===== config.mk =====
export PLATFORM = sky130hd
export DESIGN_NAME = lab3_dg_keyscan
export DESIGN_NICKNAME = d
export VERILOG_FILES = /design/src/rtl/lab3_dg_keyscan.sv
export SDC_FILE = /design/constraint.sdc
export NUM_CORES = 1
export LEC_CHECK = 0
export CAP_MARGIN = 15
export CORE_MARGIN = 2
export CORE_UTILIZATION = 39
export CTS_CLUSTER_DIAMETER = 120
export DETAILED_ROUTE_END_ITERATION = 6
export SYNTH_ARGS = -nofsm -noshare
export SYNTH_HDL_FRONTEND = slang
export SYNTH_SLANG_ARGS = --single-unit
export TNS_END_PERCENT = 10

===== constraint.sdc =====
create_clock -name int_osc -period 5.7 [get_ports int_osc]
set_input_delay 1.14 -clock int_osc [delete_from_list [all_inputs] [get_ports int_osc]]
set_output_delay 1.14 -clock int_osc [all_outputs]
set_load 0.05 [all_outputs]

===== src/rtl/lab3_dg_keyscan.sv =====
// 4x4 keypad scanner: rotating active-low column strobes, press/release debounce,
// and a two-digit key history. Auto-repeat in HELD is built only with KEYSCAN_REPEAT_EN.
module lab3_dg_keyscan #(
  parameter int SCAN_DIV        = 48000,
  parameter int SETTLE_CYCLES   = 2,
  parameter int DEBOUNCE_CYCLES = 960000,
  parameter int REPEAT_CYCLES   = 24000000
) (
  input  logic       int_osc,
  input  logic       reset,
  input  logic [3:0] rows,
  output logic [3:0] cols,
  output logic [3:0] key_code,
  output logic       key_valid,
  output logic [7:0] keypress,
  output logic       alarm
);

  localparam int DW    = $clog2(SCAN_DIV + 1);
  localparam int BW    = $clog2(DEBOUNCE_CYCLES + 1);
  localparam int QUIET = 4 * SCAN_DIV;
  localparam int QW    = $clog2(QUIET + 1);

  localparam logic [DW-1:0] DWELL_LAST = DW'(SCAN_DIV - 1);
  localparam logic [DW-1:0] SETTLE_VAL = DW'(SETTLE_CYCLES);
  localparam logic [BW-1:0] DEB_FULL   = BW'(DEBOUNCE_CYCLES);
  localparam logic [BW-1:0] DEB_LAST   = BW'(DEBOUNCE_CYCLES - 1);
  localparam logic [QW-1:0] QUIET_FULL = QW'(QUIET);

  typedef enum logic [1:0] {SCAN, DEBOUNCE, HELD, RELEASE} state_t;

  state_t          state_reg, state_next;
  logic [3:0]      cols_reg, cols_next;
  logic [DW-1:0]   dwell_reg, dwell_next;
  logic [BW-1:0]   deb_reg, deb_next;
  logic [QW-1:0]   quiet_reg, quiet_next;
  logic [1:0]      row_idx_reg, row_idx_next;
  logic [1:0]      col_idx_reg, col_idx_next;
  logic [3:0]      key_code_reg, key_code_next;
  logic            key_valid_reg, key_valid_next;
  logic [7:0]      keypress_reg, keypress_next;
  logic            alarm_reg, alarm_next;

  logic [3:0]      row_low;
  logic [2:0]      low_cnt;
  logic [1:0]      row_sel;
  logic [1:0]      col_sel;
  logic            row_held;
  logic            rep_fire;
  logic [3:0]      code;

  function automatic logic [3:0] key_map(input logic [1:0] r, input logic [1:0] c);
    case ({r, c})
      4'h0: key_map = 4'h1;  4'h1: key_map = 4'h2;  4'h2: key_map = 4'h3;  4'h3: key_map = 4'hA;
      4'h4: key_map = 4'h4;  4'h5: key_map = 4'h5;  4'h6: key_map = 4'h6;  4'h7: key_map = 4'hB;
      4'h8: key_map = 4'h7;  4'h9: key_map = 4'h8;  4'hA: key_map = 4'h9;  4'hB: key_map = 4'hC;
      4'hC: key_map = 4'hE;  4'hD: key_map = 4'h0;  4'hE: key_map = 4'hF;  default: key_map = 4'hD;
    endcase
  endfunction

  genvar gi;
  generate
    for (gi = 0; gi < 4; gi++) begin : g_row
      assign row_low[gi] = ~rows[gi];
    end
  endgenerate

  always_comb begin
    low_cnt = 3'd0;
    row_sel = 2'd0;
    for (int i = 0; i < 4; i++) begin
      if (row_low[i]) begin
        low_cnt = low_cnt + 3'd1;
        row_sel = 2'(i);
      end
    end
  end

  always_comb begin
    case (cols_reg)
      4'b1101: col_sel = 2'd1;
      4'b1011: col_sel = 2'd2;
      4'b0111: col_sel = 2'd3;
      default: col_sel = 2'd0;
    endcase
  end

  assign row_held = row_low[row_idx_reg];
  assign code     = key_map(row_idx_reg, col_idx_reg);

`ifdef KEYSCAN_REPEAT_EN
  localparam int RW = $clog2(REPEAT_CYCLES + 1);
  localparam logic [RW-1:0] REP_LAST = RW'(REPEAT_CYCLES - 1);
  logic [RW-1:0] rep_reg;

  assign rep_fire = (state_reg == HELD) && row_held && (rep_reg == REP_LAST);

  // Outside HELD the counter sits at zero, so every entry into HELD starts a fresh period.
  always_ff @(posedge int_osc) begin
    if (reset || state_reg != HELD || !row_held || rep_fire) rep_reg <= '0;
    else                                                     rep_reg <= rep_reg + 1'b1;
  end
`else
  assign rep_fire = (REPEAT_CYCLES < 0);
`endif

  always_comb begin
    state_next     = state_reg;
    cols_next      = cols_reg;
    dwell_next     = dwell_reg;
    deb_next       = deb_reg;
    quiet_next     = quiet_reg;
    row_idx_next   = row_idx_reg;
    col_idx_next   = col_idx_reg;
    key_code_next  = key_code_reg;
    key_valid_next = 1'b0;
    keypress_next  = keypress_reg;
    alarm_next     = 1'b0;
    case (state_reg)
      SCAN: begin
        if (dwell_reg == DWELL_LAST) begin
          dwell_next = '0;
          cols_next  = {cols_reg[2:0], cols_reg[3]};
        end else begin
          dwell_next = dwell_reg + 1'b1;
        end
        if (quiet_reg != QUIET_FULL) quiet_next = quiet_reg + 1'b1;
        if (dwell_reg >= SETTLE_VAL) begin
          // Until a full quiet rotation follows reset, a key held across reset stays unreported.
          if (low_cnt != 3'd0 && quiet_reg != QUIET_FULL) quiet_next = '0;
          if (low_cnt > 3'd1) begin
            alarm_next = 1'b1;
          end else if (low_cnt == 3'd1 && quiet_reg == QUIET_FULL) begin
            state_next   = DEBOUNCE;
            row_idx_next = row_sel;
            col_idx_next = col_sel;
            cols_next    = cols_reg;
            dwell_next   = '0;
            deb_next     = '0;
          end
        end
      end
      DEBOUNCE: begin
        if (!row_held) begin
          state_next = SCAN;
          dwell_next = '0;
        end else if (deb_reg == DEB_FULL) begin
          state_next     = HELD;
          key_valid_next = 1'b1;
          key_code_next  = code;
          keypress_next  = {keypress_reg[3:0], code};
        end else begin
          deb_next = deb_reg + 1'b1;
        end
      end
      HELD: begin
        if (!row_held) begin
          state_next = RELEASE;
          deb_next   = '0;
        end else if (rep_fire) begin
          key_valid_next = 1'b1;
          key_code_next  = code;
          keypress_next  = {keypress_reg[3:0], code};
        end
      end
      default: begin
        if (row_held) begin
          state_next = HELD;
        end else if (deb_reg == DEB_LAST) begin
          state_next = SCAN;
          dwell_next = '0;
        end else begin
          deb_next = deb_reg + 1'b1;
        end
      end
    endcase
  end

  always_ff @(posedge int_osc) begin
    if (reset) begin
      state_reg     <= SCAN;
      cols_reg      <= 4'b1110;
      dwell_reg     <= '0;
      deb_reg       <= '0;
      quiet_reg     <= '0;
      row_idx_reg   <= 2'd0;
      col_idx_reg   <= 2'd0;
      key_code_reg  <= 4'h0;
      key_valid_reg <= 1'b0;
      keypress_reg  <= 8'h00;
      alarm_reg     <= 1'b0;
    end else begin
      state_reg     <= state_next;
      cols_reg      <= cols_next;
      dwell_reg     <= dwell_next;
      deb_reg       <= deb_next;
      quiet_reg     <= quiet_next;
      row_idx_reg   <= row_idx_next;
      col_idx_reg   <= col_idx_next;
      key_code_reg  <= key_code_next;
      key_valid_reg <= key_valid_next;
      keypress_reg  <= keypress_next;
      alarm_reg     <= alarm_next;
    end
  end

  assign cols      = cols_reg;
  assign key_code  = key_code_reg;
  assign key_valid = key_valid_reg;
  assign keypress  = keypress_reg;
  assign alarm     = alarm_reg;

endmodule


# ---- Word-level counts from Yosys, hierarchy flattened
# Memory sizes are Yosys's and may differ from the RTL's. A register that Yosys moved wholly into a read port is not among the register bits.
# Index checks and enable logic that the tools add are counted.
dict set report totals {
  out_inout_bits 18
  in_bits 6
  mem_bits_ro 64
  mem_count 1
  register_bits 78
  wordCells 115
}
dict set report classes {
  eq_ne 23
  mux 47
  add_sub_neg 6
  reduce_logical 14
  bitwise_logic 10
  n_lt_le_gt_ge 3
}
# memory words word_bits rd rd_clocked_by_memory_dff write_ports line_no
set memory_table {}
lappend memory_table {{(no name shown)} 16 4 1 1 0 53} ;# case ({r, c})
# operator n
set op_table {}
lappend op_table {{$mux W20} 8}
lappend op_table {{$mux W16} 7}
lappend op_table {{$pmux W20 S3} 1}
lappend op_table {{$mux W18} 3}
lappend op_table {{$pmux W16 S3} 1}
lappend op_table {{$eq A20 B20 Y1 const B} 2}
lappend op_table {{$mux W4} 6}
lappend op_table {{$add A20 B1 Y20 const B} 1}
lappend op_table {{$mux W2} 10}
lappend op_table {{$add A18 B1 Y18 const B} 1}
lappend op_table {{$eq A18 B18 Y1 const B} 1}
lappend op_table {{$ne A18 B18 Y1 const B} 1}
lappend op_table {{$add A16 B1 Y16 const B} 1}
lappend op_table {{$eq A16 B16 Y1 const B} 1}
lappend op_table {{$ge A16 B2 Y1 const B} 1}
lappend op_table {{$ne A2 B2 Y1 const B} 7}
lappend op_table {{$pmux W2 S3} 2}
lappend op_table {{$not A1 Y1} 10}
lappend op_table {{$add A3 B1 Y3 const B} 3}
lappend op_table {{$mux W3} 3}
lappend op_table {{$eq A4 B4 Y1 const B} 2}
lappend op_table {{$reduce_and A4 Y1} 2}
lappend op_table {{$reduce_and A8 Y1} 1}
lappend op_table {{$ne A3 B3 Y1 const B} 2}
lappend op_table {{19 further kinds} 26}

# ---- Longest topological paths before layout
dict set report logic_depth {
  word_depth 13
  mapped_depth 14
  depth_no_buf 13
}

# ---- Worst setup path after synthesis
# OpenSTA, ideal clock, no wires.
dict set report synth_timing {
  kind {input -> register}
  start {input port rows[0]}
  end {register, netlist name code[3]}
  stages 14
  required_time_ps 5566
  t_arrival_ps 3613
  setup_ps 134
  path_slack_ps 1953
  n_path_buf 1
  cell_sequence {inv_1 -> ha_1 -> mux2i_1 -> nand3b_1 -> a2111oi_4 -> o21a_1 -> buf_2 -> mux2i_1 -> nor2_1 -> inv_1 -> ha_1 -> inv_1 -> a2111oi_0 -> o31ai_1}
}
# element line_no
set synth_rtl {}
lappend synth_rtl {{start: declaration} 11} ;# input logic [3:0] rows,

==> run metrics <==
CP Max Fanout 8; Worst EP arrival 4.65 ns; vias in the first global route 3687; largest net degree at the start of global routing 52; post-CTS setup buffers 0; commonest non-fill, non-tap cells in the layout 78 x dfxtp_1, 67 x nor2_1, 60 x nand2_1, 38 x a21oi_1, 32 x nand3_1; Yosys cell types 67; Worst-Skew Late Latency about 0.34 ns; antenna violations before repair 0; clock slew at reported path FFs around 0.06 ns; Post-DP Area approximately 4800 sq um; Port Buf Inserts 23; RSZ-0062 raised after global routing no; Max Freq between 0.2 and 0.25 GHz; routability cong. between 0.7 and 0.8; drt total wl approximately 10 mm; Hold Crit Start code[2]$_DFF_P_; Netlist Area Pre-Place roughly 4500 sq um; Core Area between 10000 and 15000 sq um; Worst Setup End Kind flip-flop; syn_area_per_cell between 8 and 9 sq um; sequential power share approximately 45%; Antenna diodes 0; status finished, final reports clean; cell family with most CP delay compound AO/OA/AOI/OAI gates; total track usage roughly 17%; Via Count 3910; register area share after synthesis approximately a third; CP Class in2reg; post-synthesis cell count around 560; Mapped Nets 582; Pre-antenna DRT Iters 4; Die ar. between 10000 and 15000 sq um; DP HPWL a little under 7 mm; Synth Flop Type dfxtp_1; Hold Path Stages 2; fin. max-slew vios 0; post-synth top area share around a third; Final Cycle Share just under 80%; setup TNS 0 ns; reg-to-reg endpoint code[3]$_DFF_P_; synth-to-layout area growth 13.3%; net load switching power approximately 0.29 mW; worst hold path endpoint key_code[2]$_SDFFE_PP0P_; Tightest Pin Transition 1.04 ns; Area contributors post-synth dfxtp_1 35%, nor2_1 5.6%, ha_1 5.0%; Clock power frac about half; Sw Ratio between 20% and 30%; worst hold path type reg2reg; Die X-Extent around 110 um; Worst slew margin a little under a third; number of flops mapped to enable cells by yosys 0; post-CTS resize count 0; DRT iter0 DRCs approximately 190; I/O Pins 24; post-route cell area roughly 5100 sq um; max FFs per register 20; CTS Buf Count 9; # DRC 0; die height approximately 110 um; peak supply drop 171 uV; average wire per standard cell between 10 and 15 um; r2r worst-path depth 11; row count 39; Clock Sinks just under 80; CTS Hold Bufs 0; Starting Density around 40%; R2R Setup Slk roughly 2.1 ns; Yosys reg bits 78; LEAKAGE approximately 1.8 nW; post-layout min period about 4.4 ns; layout cells sized above 1 roughly 5.3%; fillers roughly 1100; final global-route overflow total 0; CTS root buffer clkbuf_16; vias per inst around 5.5; H-tree levels 3; CP max-delay cell clkdlybuf4s50_1; CTS tree built; CP Buf/Inv Count 4; CTS max path bufs 2; CP Launch Type primary input; cell mode on critical path inv_1; setup violators final 0; commonest non-fill, non-tap cell in the layout dfxtp_1; Post-DRT Antenna Nets 0; Synth Warn # 0; R2R Path Start quiet_reg[6]$_SDFFE_PP0P_; Yosys top cell by area dfxtp_1; asr flop ratio synth 0%; endpoints failing hold 0; Pwr Density 246 nW/um^2; max_cap viols 0; WP data required 5.90 ns; CP peak stage delay about 0.54 ns; Worst Clk Skew 0.00796 ns; critical path cell sequence clkdlybuf4s50_1 > inv_1 > ha_1 > mux2i_1 > nand3b_1 > a311oi_4 > o21a_1 > mux2i_1 > nor2_1 > inv_1 > ha_1 > inv_1 > a2111oi_0 > o31ai_1; NumNets Final about 600; P_int between 0.9 and 1 mW; Combinational Power Share 6.3%; first-pass GRT wire length approximately 18 mm
[final cells by class]
cell class	count	area [sq um]	share of cell area, %
clock buffers	10	229	4.51
clock inverters	5	85.1	1.67
inverters	23	86.3	1.70
multi-input cells	429	2710	53.3
flip-flops and latches	78	1560	30.7
well taps	143	179	3.52
repair buffers	24	233	4.58
[through the flow]
stage / std cells / utilization [%] / worst slack, ns / hold slack [ns] / power [mW]
after floorplan: 558 / - / 1.95 / 0.440 / 0.626
after global placement: 697 / 42.1 / 1.11 / 0.455 / 0.645
after detailed placement: 697 / 42.1 / 0.959 / 0.460 / 0.648
after CTS: 712 / 44.9 / 1.30 / 0.484 / 1.27
after global routing: 712 / 44.9 / 0.844 / 0.524 / 1.29
final: 712 / 44.9 / 1.25 / 0.475 / 1.25
[power groups by stage]
| stage | Sequential, mW | Clock, mW | Combinational [mW] |
|---|---|---|---|
| floorplan | 0.569 | 0 | 0.0570 |
| global placement | 0.569 | 0 | 0.0765 |
| detailed placement | 0.569 | 0 | 0.0789 |
| CTS | 0.557 | 0.632 | 0.0798 |
| global route | 0.557 | 0.649 | 0.0884 |
| finish | 0.557 | 0.614 | 0.0793 |
[how the worst max path moves through the flow]
stage,startpoint,end,slack (ns),cells after the start
after floorplan,rows[0],code[3]$_DFF_P_,1.95,14
after CTS,rows[1],code[3]$_DFF_P_,1.30,14
final,rows[1],code[3]$_DFF_P_,1.25,14
after detailed placement,rows[1],code[3]$_DFF_P_,0.96,14
after global placement,rows[1],code[3]$_DFF_P_,1.11,14
after global routing,rows[1],code[3]$_DFF_P_,0.84,14
[tightest hold or removal path, cell delays in order (launching register included)]
cell	delay, ns
dfxtp_1	0.31
mux2i_1	0.06
nor2_1	0.07
[cells in the mapped netlist (all sizes together) (4+ instances only)]
master / number
and3: 10
nand3: 32
or2: 4
o21ai: 17
a22oi: 4
nor2: 67
nand3b: 6
a21o: 9
a21oi: 38
nand4b: 4
xnor2: 9
buf: 8
a311oi: 7
a31oi: 7
nand4: 8
nor2b: 5
inv: 22
nor4: 6
nor3: 19
ha: 18
clkbuf: 20
or3: 16
and4: 5
dfxtp: 78
xor2: 15
and2: 5
mux2i: 16
nand2: 60
[cells by family after synthesis]
kind of cell	Yosys count	synth area share, %
flip-flops	78	34.8
AO/OA/AOI/OAI	112	17.9
XOR/XNOR	24	4.69
adder cells (fa/ha/maj)	18	5.02
buffers and inverters	51	4.83
multiplexers	17	4.07
AND/OR/NAND/NOR	258	28.7
[per-layer routing]
metal  global-route usage, %  share of wire, %  vias up
met3                    3.72               3.3        8
met1                    23.0                50     1853
met2                    26.6                46       49
met4                    4.53              0.86        0
li1                        -                 -     2000
met5                       0                 0        -
No activity file was read; power rests on OpenSTA's default activity.
